--- config.mk ---
export PLATFORM = sky130hd
export DESIGN_NAME = sdram_arbit
export DESIGN_NICKNAME = d
export VERILOG_FILES = /design/src/rtl/sdram_pkg.sv /design/src/rtl/sdram_arbit_wdog.sv /design/src/rtl/sdram_arbit.sv
export SDC_FILE = /design/constraint.sdc
export NUM_CORES = 1
export LEC_CHECK = 0
export CORE_MARGIN = 5
export CORE_UTILIZATION = 37
export CTS_CLUSTER_SIZE = 12
export DETAILED_ROUTE_END_ITERATION = 6
export GPL_ROUTABILITY_DRIVEN = 0
export PLACE_DENSITY = 0.9
export REMOVE_ABC_BUFFERS = 1
export SYNTH_ARGS = -nofsm -noshare
export SYNTH_HDL_FRONTEND = slang
export SYNTH_SLANG_ARGS = --single-unit
--- constraint.sdc ---
create_clock -name sclk -period 4.1 [get_ports sclk]
set_input_delay 0.82 -clock sclk [delete_from_list [all_inputs] [get_ports sclk]]
set_output_delay 0.82 -clock sclk [all_outputs]
set_load 0.02 [all_outputs]
--- src/rtl/sdram_pkg.sv ---
// Shared definitions for the SDRAM command arbiter: pin command encodings and arbiter states.
// Latency: n/a (constants and types only).
// Backpressure: n/a.
package sdram_pkg;

  // {cs_n, ras_n, cas_n, we_n}
  localparam logic [3:0] CMD_NOP  = 4'b0111;
  localparam logic [3:0] CMD_PRE  = 4'b0010;
  localparam logic [3:0] CMD_AREF = 4'b0001;

  typedef enum logic [2:0] {
    INIT  = 3'd0,
    ARBIT = 3'd1,
    AREF  = 3'd2,
    WRITE = 3'd3,
    READ  = 3'd4
  } state_e;

  // True while one of the owners holds the command bus.
  function automatic logic state_is_busy(input state_e s);
    return (s == AREF) || (s == WRITE) || (s == READ);
  endfunction

endpackage

--- src/rtl/sdram_arbit_wdog.sv ---
// Watchdog for an owner's tenure of the command bus: counts busy cycles, flags the last allowed one.
// Latency: expire_o is combinational from the count; it is high in the TIMEOUT_CYC-th busy cycle.
// Backpressure: none; clr_i forces the count to zero and has priority over run_i.
module sdram_arbit_wdog #(
  parameter int TIMEOUT_CYC = 64
) (
  input  logic clk_i,
  input  logic rst_i,
  input  logic clr_i,
  input  logic run_i,
  output logic expire_o
);

  localparam int CNT_W = (TIMEOUT_CYC > 2) ? $clog2(TIMEOUT_CYC) : 1;
  localparam logic [CNT_W-1:0] CNT_LAST = CNT_W'(TIMEOUT_CYC - 1);

  logic [CNT_W-1:0] cnt_q, cnt_d;

  // Expire in the cycle the count reaches its last value while still running.
  assign expire_o = run_i && (cnt_q == CNT_LAST);

  // Next count: clear when idle, count while busy, hold at the last value.
  always_comb begin
    cnt_d = cnt_q;
    if (clr_i) begin
      cnt_d = '0;
    end else if (run_i && (cnt_q != CNT_LAST)) begin
      cnt_d = cnt_q + 1'b1;
    end
  end

  // Count register.
  always_ff @(posedge clk_i or posedge rst_i) begin
    if (rst_i) begin
      cnt_q <= '0;
    end else begin
      cnt_q <= cnt_d;
    end
  end

endmodule

--- src/rtl/sdram_arbit.sv ---
// Central SDRAM command-bus arbiter: grants the pins to refresh, write or read after init.
// Latency: grant pulse one cycle after the request is seen in ARBIT; pin mux is combinational.
// Backpressure: wr/rd requests are level-held until granted; refresh pulses latch in ref_pend.
// Optional: define ARB_RR_EN for round-robin between write and read (refresh stays highest).
module sdram_arbit
  import sdram_pkg::*;
#(
  parameter int ADDR_W      = 12,
  parameter int BA_W        = 2,
  parameter int TIMEOUT_CYC = 64
) (
  input  logic              sclk,
  input  logic              s_rst,
  input  logic              flag_init_end,
  input  logic [3:0]        init_cmd,
  input  logic [ADDR_W-1:0] init_addr,
  input  logic              ref_req,
  input  logic              flag_ref_end,
  input  logic [3:0]        aref_cmd,
  input  logic [ADDR_W-1:0] aref_addr,
  input  logic              wr_req,
  input  logic              rd_req,
  input  logic              flag_wr_end,
  input  logic              flag_rd_end,
  input  logic [3:0]        wr_cmd,
  input  logic [3:0]        rd_cmd,
  input  logic [ADDR_W-1:0] wr_addr,
  input  logic [ADDR_W-1:0] rd_addr,
  input  logic [BA_W-1:0]   wr_ba,
  input  logic [BA_W-1:0]   rd_ba,
  output logic              ref_en,
  output logic              wr_en,
  output logic              rd_en,
  output logic [3:0]        sdram_cmd,
  output logic [ADDR_W-1:0] sdram_addr,
  output logic [BA_W-1:0]   sdram_ba,
  output logic              err_timeout,
  output logic              err_ref_ovr
);

  state_e state_q, state_d;
  logic   ref_pend_q, ref_pend_d;
  logic   ref_en_q, wr_en_q, rd_en_q;
  logic   err_timeout_q, err_ref_ovr_q;

  logic   busy;
  logic   wdog_expire;
  logic   ref_req_acc;
  logic   ref_want;
  logic   wr_sel, rd_sel;
  logic   grant_ref, grant_wr, grant_rd;
  logic   timeout_hit;
  logic   ovr_hit;

  assign busy        = state_is_busy(state_q);
  // Refresh requests only count once init has handed over the bus.
  assign ref_req_acc = ref_req && (state_q != INIT);
  // A fresh pulse competes in the same cycle it arrives, so a refresh
  // arriving alongside write/read still wins without waiting a cycle.
  assign ref_want    = ref_pend_q || ref_req_acc;

`ifdef ARB_RR_EN
  logic last_wr_q;  // 1: last wr/rd grant went to write; reset value means read

  // Both pending: give the bus to whichever was not served last.
  always_comb begin
    wr_sel = wr_req && (!rd_req || !last_wr_q);
    rd_sel = rd_req && (!wr_req ||  last_wr_q);
  end

  // Remember which of write/read was granted most recently.
  always_ff @(posedge sclk or posedge s_rst) begin
    if (s_rst) begin
      last_wr_q <= 1'b0;
    end else if (grant_wr) begin
      last_wr_q <= 1'b1;
    end else if (grant_rd) begin
      last_wr_q <= 1'b0;
    end
  end
`else
  // Fixed priority: write ahead of read.
  always_comb begin
    wr_sel = wr_req;
    rd_sel = rd_req && !wr_req;
  end
`endif

  sdram_arbit_wdog #(
    .TIMEOUT_CYC (TIMEOUT_CYC)
  ) u_wdog (
    .clk_i    (sclk),
    .rst_i    (s_rst),
    .clr_i    (!busy),
    .run_i    (busy),
    .expire_o (wdog_expire)
  );

  // Next state and grant decisions; end flag beats the watchdog in the same cycle.
  always_comb begin
    state_d     = state_q;
    grant_ref   = 1'b0;
    grant_wr    = 1'b0;
    grant_rd    = 1'b0;
    timeout_hit = 1'b0;
    unique case (state_q)
      INIT: begin
        if (flag_init_end) state_d = ARBIT;
      end
      ARBIT: begin
        if (ref_want) begin
          grant_ref = 1'b1;
          state_d   = AREF;
        end else if (wr_sel) begin
          grant_wr  = 1'b1;
          state_d   = WRITE;
        end else if (rd_sel) begin
          grant_rd  = 1'b1;
          state_d   = READ;
        end
      end
      AREF: begin
        if (flag_ref_end) begin
          state_d = ARBIT;
        end else if (wdog_expire) begin
          state_d     = ARBIT;
          timeout_hit = 1'b1;
        end
      end
      WRITE: begin
        if (flag_wr_end) begin
          state_d = ARBIT;
        end else if (wdog_expire) begin
          state_d     = ARBIT;
          timeout_hit = 1'b1;
        end
      end
      READ: begin
        if (flag_rd_end) begin
          state_d = ARBIT;
        end else if (wdog_expire) begin
          state_d     = ARBIT;
          timeout_hit = 1'b1;
        end
      end
      default: state_d = INIT;
    endcase
  end

  // Pending refresh: a pulse consumed by its own grant does not linger, but a
  // second pulse landing on the grant edge stays latched; a pulse on top of an
  // un-served pending one is an overrun.
  always_comb begin
    ref_pend_d = ref_pend_q || ref_req_acc;
    ovr_hit    = 1'b0;
    if (grant_ref) begin
      ref_pend_d = ref_pend_q && ref_req_acc;
    end else if (ref_pend_q && ref_req_acc) begin
      ovr_hit = 1'b1;
    end
  end

  // State, pending refresh, one-cycle grant pulses and sticky error flags.
  always_ff @(posedge sclk or posedge s_rst) begin
    if (s_rst) begin
      state_q       <= INIT;
      ref_pend_q    <= 1'b0;
      ref_en_q      <= 1'b0;
      wr_en_q       <= 1'b0;
      rd_en_q       <= 1'b0;
      err_timeout_q <= 1'b0;
      err_ref_ovr_q <= 1'b0;
    end else begin
      state_q       <= state_d;
      ref_pend_q    <= ref_pend_d;
      ref_en_q      <= grant_ref;
      wr_en_q       <= grant_wr;
      rd_en_q       <= grant_rd;
      err_timeout_q <= err_timeout_q || timeout_hit;
      err_ref_ovr_q <= err_ref_ovr_q || ovr_hit;
    end
  end

  assign ref_en      = ref_en_q;
  assign wr_en       = wr_en_q;
  assign rd_en       = rd_en_q;
  assign err_timeout = err_timeout_q;
  assign err_ref_ovr = err_ref_ovr_q;

  // Pin mux driven straight from the registered state: no extra latency.
  always_comb begin
    sdram_cmd  = CMD_NOP;
    sdram_addr = '0;
    sdram_ba   = '0;
    unique case (state_q)
      INIT: begin
        sdram_cmd  = init_cmd;
        sdram_addr = init_addr;
      end
      AREF: begin
        sdram_cmd  = aref_cmd;
        sdram_addr = aref_addr;
      end
      WRITE: begin
        sdram_cmd  = wr_cmd;
        sdram_addr = wr_addr;
        sdram_ba   = wr_ba;
      end
      READ: begin
        sdram_cmd  = rd_cmd;
        sdram_addr = rd_addr;
        sdram_ba   = rd_ba;
      end
      default: begin
        sdram_cmd  = CMD_NOP;
        sdram_addr = '0;
        sdram_ba   = '0;
      end
    endcase
  end

endmodule
==> impl_metrics.env <==
export IMPL_max_freq_mhz=300
export IMPL_routedWlPerCell_um=15.5
export IMPL_ctsResizeCount=0
export IMPL_post_cts_buffers=0
export IMPL_syn2layout_area_growth_pct=76.9
export IMPL_start_util_pct=38.9
export IMPL_nNetsFinal=340
export IMPL_ir_worst_vdd_v=0.000279
export IMPL_layout_setup_ws_ns=0.770
export IMPL_coreArea_mm2=0.00342
export IMPL_yosys_top_cells_count="21 x nor2_1, 18 x a21oi_1, 18 x nand2_1, 15 x dfrtp_1"
export IMPL_pre_cts_ws_ns=0.939
export IMPL_rows=21
export IMPL_cp_slowest_cell="dfrtp_1"
export IMPL_cp_num_buf_inv=2
export IMPL_h_tree_depth=1
export IMPL_syn_area_per_cell_um2=8.05
export IMPL_slew_viol_final=0
export IMPL_synth_edf_count=0
export IMPL_multi_input_comb_area_um2=867
export IMPL_power_switching_w=0.000517
export IMPL_yosys_warnings=0
export IMPL_hold_violations=0
export IMPL_root_buffer="clkbuf_4"
export IMPL_powerDensity_mw_per_mm2=483
export IMPL_switching_share_pct=45.5
export IMPL_grt_pass1_wl_um=7630
export IMPL_status="finished, final reports clean"
export IMPL_share_comb_of_total_power_pct=71.9
export IMPL_fin_tns_setup_ns=0
export IMPL_hold_ws_ns=0.466
export IMPL_cap_viol_max_count=0
export IMPL_synthMuxAreaShare_pct=13.4
export IMPL_slew_headroom_pct=54.6
export IMPL_grt_usage_pct=18.9
export IMPL_via_count=1571
export IMPL_hold_class="reg2reg"
export IMPL_clkTransAtPathRegs_ns=0.09
export IMPL_crit_family="buffers and inverters"
export IMPL_post_route_period_util_pct=81.2
export IMPL_drive_above_1_share_pct=7.66
export IMPL_antenna_cells=0
export IMPL_clock_latency_ns=0.28
export IMPL_grt_max_degree=22
export IMPL_die_area_mm2=0.00489
export IMPL_holdBufCountCts=0
export IMPL_synth_xor_area_share_pct=1.32
export IMPL_ys_ff_latch=15
export IMPL_cts_sinks=15
export IMPL_ys_seq_area_share_pct=28.2
export IMPL_path_cells="buf_4 > nand2_1 > nor2_1 > a22o_1 > clkdlybuf4s50_1"
export IMPL_dr_pass1_iters=4
export IMPL_syn_area_mm2=0.00133
export IMPL_synth_cell_types=44
export IMPL_routed_wirelength_um=4770
export IMPL_cp_max_fo=20
export IMPL_yosys_area_share_simple_pct=25.6
export IMPL_leakage_nw=0.951
export IMPL_viasPerCell=5.12
export IMPL_antenna_left=0
export IMPL_ios=100
export IMPL_grt_ovfl_total=0
export IMPL_drc=0
export IMPL_synthCells=165
export IMPL_pwr_share_clk_pct=7.5
export IMPL_setup_violations_final=0
export IMPL_grt_setup_unrepaired="no"
export IMPL_cts_buffer_depth=2
export IMPL_power_w=0.00114
export IMPL_p_seq_share_pct=20.6
export IMPL_power_internal_w=0.000619
export IMPL_period_needed_ns=3.33
export IMPL_synth_async_reset_ratio_pct=100
export IMPL_synth_most_common_cell="nor2_1"
export IMPL_ys_flop_type="dfrtp_1"
export IMPL_dpl_hpwl_um=3830
export IMPL_crit_path_start_kind="register"
export IMPL_worst_pin_slew_ns=0.681
export IMPL_grt_pass1_vias=1528
export IMPL_drt_iter0_markers=77
export IMPL_final_util_pct=68.8
export IMPL_antenna_found_initial=0
export IMPL_cts_buffers_inserted=3
export IMPL_chipWidth_um=69.9
export IMPL_synth_largest_area_cell="dfrtp_1"
export IMPL_final_seq_area_um2=375
export IMPL_cp_end_kind="primary output"
export IMPL_synth_top_family_by_area="simple AND/OR/NAND/NOR gates"
export IMPL_cpPeakStageDelay_ns=0.79
export IMPL_chipHeight_um=69.9
export IMPL_port_buffers=99
export IMPL_worstPathArrival_ns=2.51
export IMPL_fillers=288
export IMPL_synth_compound_area_share_pct=24.0
export IMPL_skew_ns=0.00704
export IMPL_synth_fa_ha_area_share_pct=0.942
export IMPL_required_ns=3.28
export IMPL_synth_top_area_share_pct=28.2
export IMPL_ys_top_cells_by_area="dfrtp_1 28%, mux2i_1 11%, a21oi_1 6.8%, nor2_1 5.9%, o21ai_0 5.3%"
export IMPL_cts_tree="built"
export IMPL_worstSetupPathType="reg2out"
==> per-layer routing <==
layer  GRT usage (%)  routed length [um]  part of all wire, %
met1            22.0                1800                   38
met2            34.3                2430                   51
met3            6.31                 481                   10
met4            2.77                  50                  1.0
met5               0                   0                    0
==> metrics by stage <==
stage / instances / instance area [um2]
3_5_place_dp: 303 / 2320
3_3_place_gp: 303 / 2320
5_1_grt: 307 / 2350
2_1_floorplan: 155 / 1250
6_report: 307 / 2350
4_1_cts: 307 / 2350
==> flip-flops by register name, indices dropped and copies added (netlist names) <==
name,cells
err_timeout,1
ref_pend_q,1
u_wdog.cnt_q,6
state_q,3
wr_en,1
ref_en,1
rd_en,1
err_ref_ovr,1
==> cell usage in the layout (no fill, tap or decap), types with 2 or more instances in the layout <==
cell type / instances
nor2_1: 21
dfrtp_1: 15
a22o_1: 2
a31o_1: 2
mux2i_1: 14
inv_1: 3
nor3b_1: 2
nor3_1: 5
mux2_2: 2
and3_1: 3
nand2_1: 18
clkdlybuf4s50_1: 99
o21ai_0: 14
a21oi_1: 18
o22ai_1: 4
buf_4: 3
nand3_1: 4
clkbuf_4: 3
nor2b_4: 2
o21bai_1: 2
a31oi_1: 2
==> cell type report <==
class | count | share of cell area [%]
tap | 46 | 2.45
multi-input combinational | 137 | 36.9
inverter | 3 | 0.479
timing repair buffer | 102 | 43.1
sequential | 15 | 16.0
clock buffer | 4 | 1.12
==> power by group through the flow <==
stage	registers, W	clock network (W)	logic, W
2_1_floorplan	0.000275	0	0.000410
3_3_place_gp	0.000235	0	0.000806
3_5_place_dp	0.000237	0	0.000821
4_1_cts	0.000233	0.0000878	0.000825
5_1_grt	0.000241	0.0000957	0.000877
6_report	0.000234	0.0000856	0.000816
==> kinds of logic after synthesis <==
| family | Yosys count |
|---|---|
| simple gates | 66 |
| compound gates | 51 |
| mux | 17 |
| flops | 15 |
| buf+inv | 13 |
| xor+xnor | 2 |
| fa+ha+maj | 1 |
==> path summary, 6_finish.rpt <==
kind / from / endpoint / slack, ns / cells after the start
min reg2reg: err_timeout / err_timeout / 0.47 / 1
max: state_q[2] / sdram_ba[0] / 0.77 / 5
max reg2reg: state_q[2] / state_q[0] / 2.26 / 5
max in group asynchronous: s_rst / u_wdog.cnt_q[1] / 2.81 / 2
min in group asynchronous: s_rst / wr_en / 0.90 / 2
min: err_timeout / err_timeout / 0.47 / 1
No activity file was read; power rests on OpenSTA's default activity.
